$ cat src/rtl/regfile_pkg.sv
// Shared constants and types for the register-file writeback path.
package regfile_pkg;

    localparam int unsigned ADDR_W_DFLT = 5;
    localparam int unsigned DATA_W_DFLT = 32;

    // Register 0 is hardwired; writes to it are accepted and discarded.
    localparam int unsigned REG_ZERO = 0;

    // Which source won the most recent grant.
    typedef enum logic {
        LAST_A = 1'b0,
        LAST_B = 1'b1
    } arb_state_e;

endpackage : regfile_pkg

$ cat src/rtl/regfile_scoreboard.sv
// Per-register busy bits for outstanding loads, with two read lookups.
module regfile_scoreboard
    import regfile_pkg::*;
#(
    parameter int unsigned ADDR_W = ADDR_W_DFLT,
    parameter int unsigned NREGS  = 2 ** ADDR_W
) (
    input  logic              clk,
    input  logic              reset_n,
    input  logic              i_set_en,
    input  logic [ADDR_W-1:0] i_set_reg,
    input  logic              i_clr_en,
    input  logic [ADDR_W-1:0] i_clr_reg,
    input  logic [ADDR_W-1:0] i_rd_reg1,
    input  logic [ADDR_W-1:0] i_rd_reg2,
    output logic              o_busy1_c,
    output logic              o_busy2_c,
    output logic [NREGS-1:0]  o_busy
);

    logic [NREGS-1:0] r_busy;
    logic [NREGS-1:0] w_busy_nxt;

    // Clear first, then set, so a newer load to the same register stays busy.
    always_comb begin
        w_busy_nxt = r_busy;
        if (i_clr_en) begin
            w_busy_nxt[i_clr_reg] = 1'b0;
        end
        if (i_set_en && (i_set_reg != ADDR_W'(REG_ZERO))) begin
            w_busy_nxt[i_set_reg] = 1'b1;
        end
        w_busy_nxt[REG_ZERO] = 1'b0;
    end

    // Busy vector register.
    always_ff @(posedge clk or negedge reset_n) begin
        if (!reset_n) begin
            r_busy <= '0;
        end else begin
            r_busy <= w_busy_nxt;
        end
    end

    assign o_busy1_c = r_busy[i_rd_reg1];
    assign o_busy2_c = r_busy[i_rd_reg2];
    assign o_busy    = r_busy;

endmodule : regfile_scoreboard

$ cat src/rtl/regfile_wb_arbiter.sv
// Arbitrates ALU and load writebacks onto the single register-file write port.
module regfile_wb_arbiter
    import regfile_pkg::*;
#(
    parameter int unsigned ADDR_W = ADDR_W_DFLT,
    parameter int unsigned DATA_W = DATA_W_DFLT,
    parameter int unsigned NREGS  = 2 ** ADDR_W
) (
    input  logic              clk,
    input  logic              reset_n,
    input  logic              a_valid,
    output logic              a_ready,
    input  logic [ADDR_W-1:0] a_reg,
    input  logic [DATA_W-1:0] a_data,
    input  logic              b_valid,
    output logic              b_ready,
    input  logic [ADDR_W-1:0] b_reg,
    input  logic [DATA_W-1:0] b_data,
    input  logic              issue_valid,
    input  logic [ADDR_W-1:0] issue_reg,
    input  logic [ADDR_W-1:0] rd_reg1,
    input  logic [ADDR_W-1:0] rd_reg2,
    output logic              rd_stall,
    output logic              rf_we,
    output logic [ADDR_W-1:0] rf_wreg,
    output logic [DATA_W-1:0] rf_wdata,
    output logic [NREGS-1:0]  busy
);

    arb_state_e        r_state;
    arb_state_e        w_state_nxt;
    logic              r_rf_we;
    logic [ADDR_W-1:0] r_rf_wreg;
    logic [DATA_W-1:0] r_rf_wdata;
    logic [NREGS-1:0]  w_busy;
    logic              w_busy1;
    logic              w_busy2;
    logic              w_a_elig;
    logic              w_b_elig;
    logic              w_a_grant;
    logic              w_b_grant;

    regfile_scoreboard #(
        .ADDR_W (ADDR_W),
        .NREGS  (NREGS)
    ) u_scoreboard (
        .clk       (clk),
        .reset_n   (reset_n),
        .i_set_en  (issue_valid),
        .i_set_reg (issue_reg),
        .i_clr_en  (w_b_grant),
        .i_clr_reg (b_reg),
        .i_rd_reg1 (rd_reg1),
        .i_rd_reg2 (rd_reg2),
        .o_busy1_c (w_busy1),
        .o_busy2_c (w_busy2),
        .o_busy    (w_busy)
    );

    // ALU writes wait behind a pending load to the same register; loads never wait.
    assign w_a_elig = a_valid && (!w_busy[a_reg] || (a_reg == ADDR_W'(REG_ZERO)));
    assign w_b_elig = b_valid;

    // Round-robin grant between eligible sources; state follows the winner.
    always_comb begin
        w_a_grant   = 1'b0;
        w_b_grant   = 1'b0;
        w_state_nxt = r_state;
        if (w_a_elig && w_b_elig) begin
            if (r_state == LAST_A) begin
                w_b_grant = 1'b1;
            end else begin
                w_a_grant = 1'b1;
            end
        end else if (w_a_elig) begin
            w_a_grant = 1'b1;
        end else if (w_b_elig) begin
            w_b_grant = 1'b1;
        end
        if (w_a_grant) begin
            w_state_nxt = LAST_A;
        end else if (w_b_grant) begin
            w_state_nxt = LAST_B;
        end
    end

    // Arbiter state register; LAST_B out of reset so A wins the first conflict.
    always_ff @(posedge clk or negedge reset_n) begin
        if (!reset_n) begin
            r_state <= LAST_B;
        end else begin
            r_state <= w_state_nxt;
        end
    end

    // Registered write port; writes to register 0 are swallowed.
    always_ff @(posedge clk or negedge reset_n) begin
        if (!reset_n) begin
            r_rf_we    <= 1'b0;
            r_rf_wreg  <= '0;
            r_rf_wdata <= '0;
        end else if (w_a_grant) begin
            r_rf_we    <= (a_reg != ADDR_W'(REG_ZERO));
            r_rf_wreg  <= a_reg;
            r_rf_wdata <= a_data;
        end else if (w_b_grant) begin
            r_rf_we    <= (b_reg != ADDR_W'(REG_ZERO));
            r_rf_wreg  <= b_reg;
            r_rf_wdata <= b_data;
        end else begin
            r_rf_we    <= 1'b0;
        end
    end

    assign a_ready  = w_a_grant;
    assign b_ready  = w_b_grant;
    assign rd_stall = w_busy1 | w_busy2;
    assign rf_we    = r_rf_we;
    assign rf_wreg  = r_rf_wreg;
    assign rf_wdata = r_rf_wdata;
    assign busy     = w_busy;

endmodule : regfile_wb_arbiter

$ cat config.mk
export PLATFORM = sky130hd
export DESIGN_NAME = regfile_wb_arbiter
export DESIGN_NICKNAME = d
export VERILOG_FILES = /design/src/rtl/regfile_pkg.sv /design/src/rtl/regfile_scoreboard.sv /design/src/rtl/regfile_wb_arbiter.sv
export SDC_FILE = /design/constraint.sdc
export NUM_CORES = 1
export LEC_CHECK = 0
export ABC_AREA = 1
export BUFFER_PORTS_ARGS = -buffer_cell sky130_fd_sc_hd__buf_2
export CAP_MARGIN = 10
export CORE_MARGIN = 2
export CORE_UTILIZATION = 40
export DETAILED_ROUTE_END_ITERATION = 10
export HOLD_SLACK_MARGIN = 0.06
export PLACE_DENSITY = 0.78
export SKIP_LAST_GASP = 1
export SLEW_MARGIN = 15
export SYNTH_ARGS = -nofsm -noshare
export SYNTH_HDL_FRONTEND = slang
export SYNTH_SLANG_ARGS = --single-unit
$ cat constraint.sdc
create_clock -name clk -period 1.5 [get_ports clk]
set_clock_uncertainty 0.05 [all_clocks]
set_input_delay 0 -clock clk [delete_from_list [all_inputs] [get_ports clk]]
set_output_delay 0 -clock clk [all_outputs]
set_load 0.05 [all_outputs]
==> run metrics <==
Slew @ Worst Pin=0.589 ns; synth warn=0; worst hold path class=primary input to flip-flop; Final Cycle Share=130%; cell taking the most area after synthesis=dfrtp_1; Synth Area in Adders=0%; Synth top area share=39.2%; mapped cell area=4410 um^2; Area growth, synth to finish=65.0%; Crit path arrival time=1.90 ns; Yosys reg bits=70; largest family of logic cells by synthesized area=simple AND/OR/NAND/NOR gates; Overall Power=8280 uW; hpwl dp=11.5 mm; TritonCTS Buffers=9; Synth async-reset ratio=100%; RSZ-0062 raised after global routing=yes; clk sink count=70; vias in the first global route=5,884; PortBufs=around 170; switch share=47.8%; final hold viol count=0; top cells by count, synth=nand2_1 (185), nand3_1 (184), dfrtp_1 (69); Max-Cap Viols=0; Crit path largest cell delay=0.40 ns; number of cell rows=38; number of DRC markers in iteration 0=932; post-synthesis mux area share=0%; status=finished, violations left; Vias=6,153; worst vdd ir=around 0.80 mV; Clock Pin Slew Worst Setup and Hold Paths=0.08 ns; DR vias/cell=5.58; count leader, synth=nand2_1; Post-DRT Antenna Nets=0; Simple-Gate Fraction of Synth Area=43.0%; syn avg cell area=6.66 um^2; final WL=19.2 mm; Die Area=11,900 um^2; Layout Nets=1,053; total track usage=a little under a third; EDFF count, synth=0; Routed wire per std cell=17.4 um; Logic pwr share=52.6%; PnR worst setup slack=-0.450 ns; largest net degree at the start of global routing=71; WP buf/inv=4; crit path cell chain=inv_1 > nand2_1 > nand3_1 > nand3_1 > nand3_1 > nand3_1 > nand2_2 > nand3_4 > buf_6 > nand2_2 > inv_2 > buf_8; Max Fclk=513 MHz; chip width=109 um; internal power=4320 uW; sequential share of power=a little under a third; Final Critical Period=1.95 ns; # IOs=167; final setup violation count=73; Synth Area in XOR/XNOR=0%; share of cells above drive strength 1=36.1%; register area share after synthesis=39.8%; Synth Area in Compound Gates=8.12%; Clk pwr share=16.7%; commonest register cell after synthesis=dfrtp_1; P per Cell Area=1140 nW/um^2; post-synthesis net count=756; clk buf depth=2; Root Driver=clkbuf_8; grt total ovfl=0; first-pass GRT wire length=29.4 mm; WP data required=1.45 ns; initial antenna violation count=0; CTS tree=done; CP Class=flip-flop to output port; Cell Area, Placed=5990 um^2; DRT Pass-1 Iters=5; Design Area, Final=7270 um^2; Hold Startpoint=issue_reg[3]; worst-skew pair later-pin latency=0.36 ns; Mapped Cells=about 660; critical path startpoint=u_scoreboard.o_busy[14]; drc violations=0; violated checks=setup timing; Core ar.=10,800 um^2; CP Max Fanout=4; Starting Density=40.8%; critical path's slowest cell=dfrtp_2; critical path's most frequent cell=nand3_1; ranking of synthesized cells by area=dfrtp_1 (39%), nand3_1 (21%), nand2_1 (16%); nature of the critical path startpoint=flip-flop; library cells used by synthesis=25; Slew headroom=60.4%; delay-heaviest family, CP=simple AND/OR/NAND/NOR gates; routability cong.=0.939; placed cells=~1,000; static leakage=0.00362 uW; final non-filler cell total=1,103; H-tree depth=3; Worst setup EP type=output port; sw power=between 3000 and 4000 uW; RR Startpoint=u_scoreboard.o_busy[14]; Antenna Cells=0; max-slew violation count=0; die extent in y=about 110 um
## flip-flops by register name, indices dropped and copies added (netlist names)
signal               cells
r_state                  1
rf_wdata                32
rf_we                    1
rf_wreg                  5
u_scoreboard.o_busy     31
## layout by cell type, fill, tap and decap left out, types with 13 or more instances in the layout
cell,synthesis,routed
a21oi_1,26,24
buf_2,12,162
buf_4,2,63
dfrtp_1,69,38
dfrtp_2,0,31
dlygate4sd3_1,0,84
inv_1,45,41
nand2_1,185,180
nand3_1,184,142
nand3_2,1,39
nor2_1,44,44
nor3_1,13,13
o21ai_0,34,27
## logic make-up after synthesis
logic type / after synthesis
simple gates: 433
buf+inv: 90
flops: 70
compound gates: 68
other cells: 1
## power by group through the flow
stage               registers (uW)  logic (uW)  clock network (uW)
floorplan                     3950        1030                   0
global placement              2530        3860                   0
CTS                           2520        4170                1370
detailed placement            2550        3890                   0
finish                        2540        4350                1380
global route                  2580        4590                1450
## routing by layer
metal,vias up,global-route usage (%),routed length [um]
li1,2788,-,-
met1,2801,41.7,7240
met2,470,49.0,8960
met3,94,8.01,2090
met4,0,16.6,949
met5,-,0,0
## path summary, 6_finish.rpt
check	end	slack [ns]	cells past startpoint
worst max-delay path	b_ready	-0.45	12
worst min-delay path	u_scoreboard.o_busy[24]	0.1	6
worst max register to register	u_scoreboard.o_busy[1]	-0.33	13
worst min register to register	r_state	0.46	2
max in group asynchronous	r_state	0.92	3
min in group asynchronous	u_scoreboard.o_busy[23]	0.14	3
## through the flow
step | worst slack [ns] | TNS, ns | hold slack (ns) | utilization (%)
after floorplan | -0.433 | -16.28 | -0.346 | -
after global placement | -0.249 | -14.09 | 0.0128 | 55.5
after detailed placement | -0.304 | -16.51 | 0.0131 | 55.5
after CTS | -0.424 | -21.27 | 0.0659 | 66.2
after global routing | -0.506 | -27.11 | 0.120 | 67.4
final | -0.450 | -21.45 | 0.0972 | 67.4
## area by class of cell
cell class	instances	area, um^2
Clock buffer	9	124
Clock inverter	6	38.8
Fill cell	806	3520
Inverter	49	184
Multi-Input combinational cell	502	2520
Sequential cell	70	1790
Tap cell	140	175
Timing Repair Buffer	327	2440
## tightest hold or removal path: stages
cell and delay (ns):
buf_2 0.12, inv_1 0.07, nor3_1 0.06, buf_4 0.14
nand2_1 0.05, nand2_1 0.04
## repair_timing
| action | in CTS | in global routing |
|---|---|---|
| endpoints found under the hold margin | 137 | 0 |
| setup buffers | 5 | 1 |
| setup endpoints to repair | 73 | 73 |
| hold buffers | 84 | 0 |
| cloned | 1 | 1 |
| gates resized for setup | 32 | 21 |
| pin swaps | 4 | 5 |
Power figures use the tool's default switching activity.
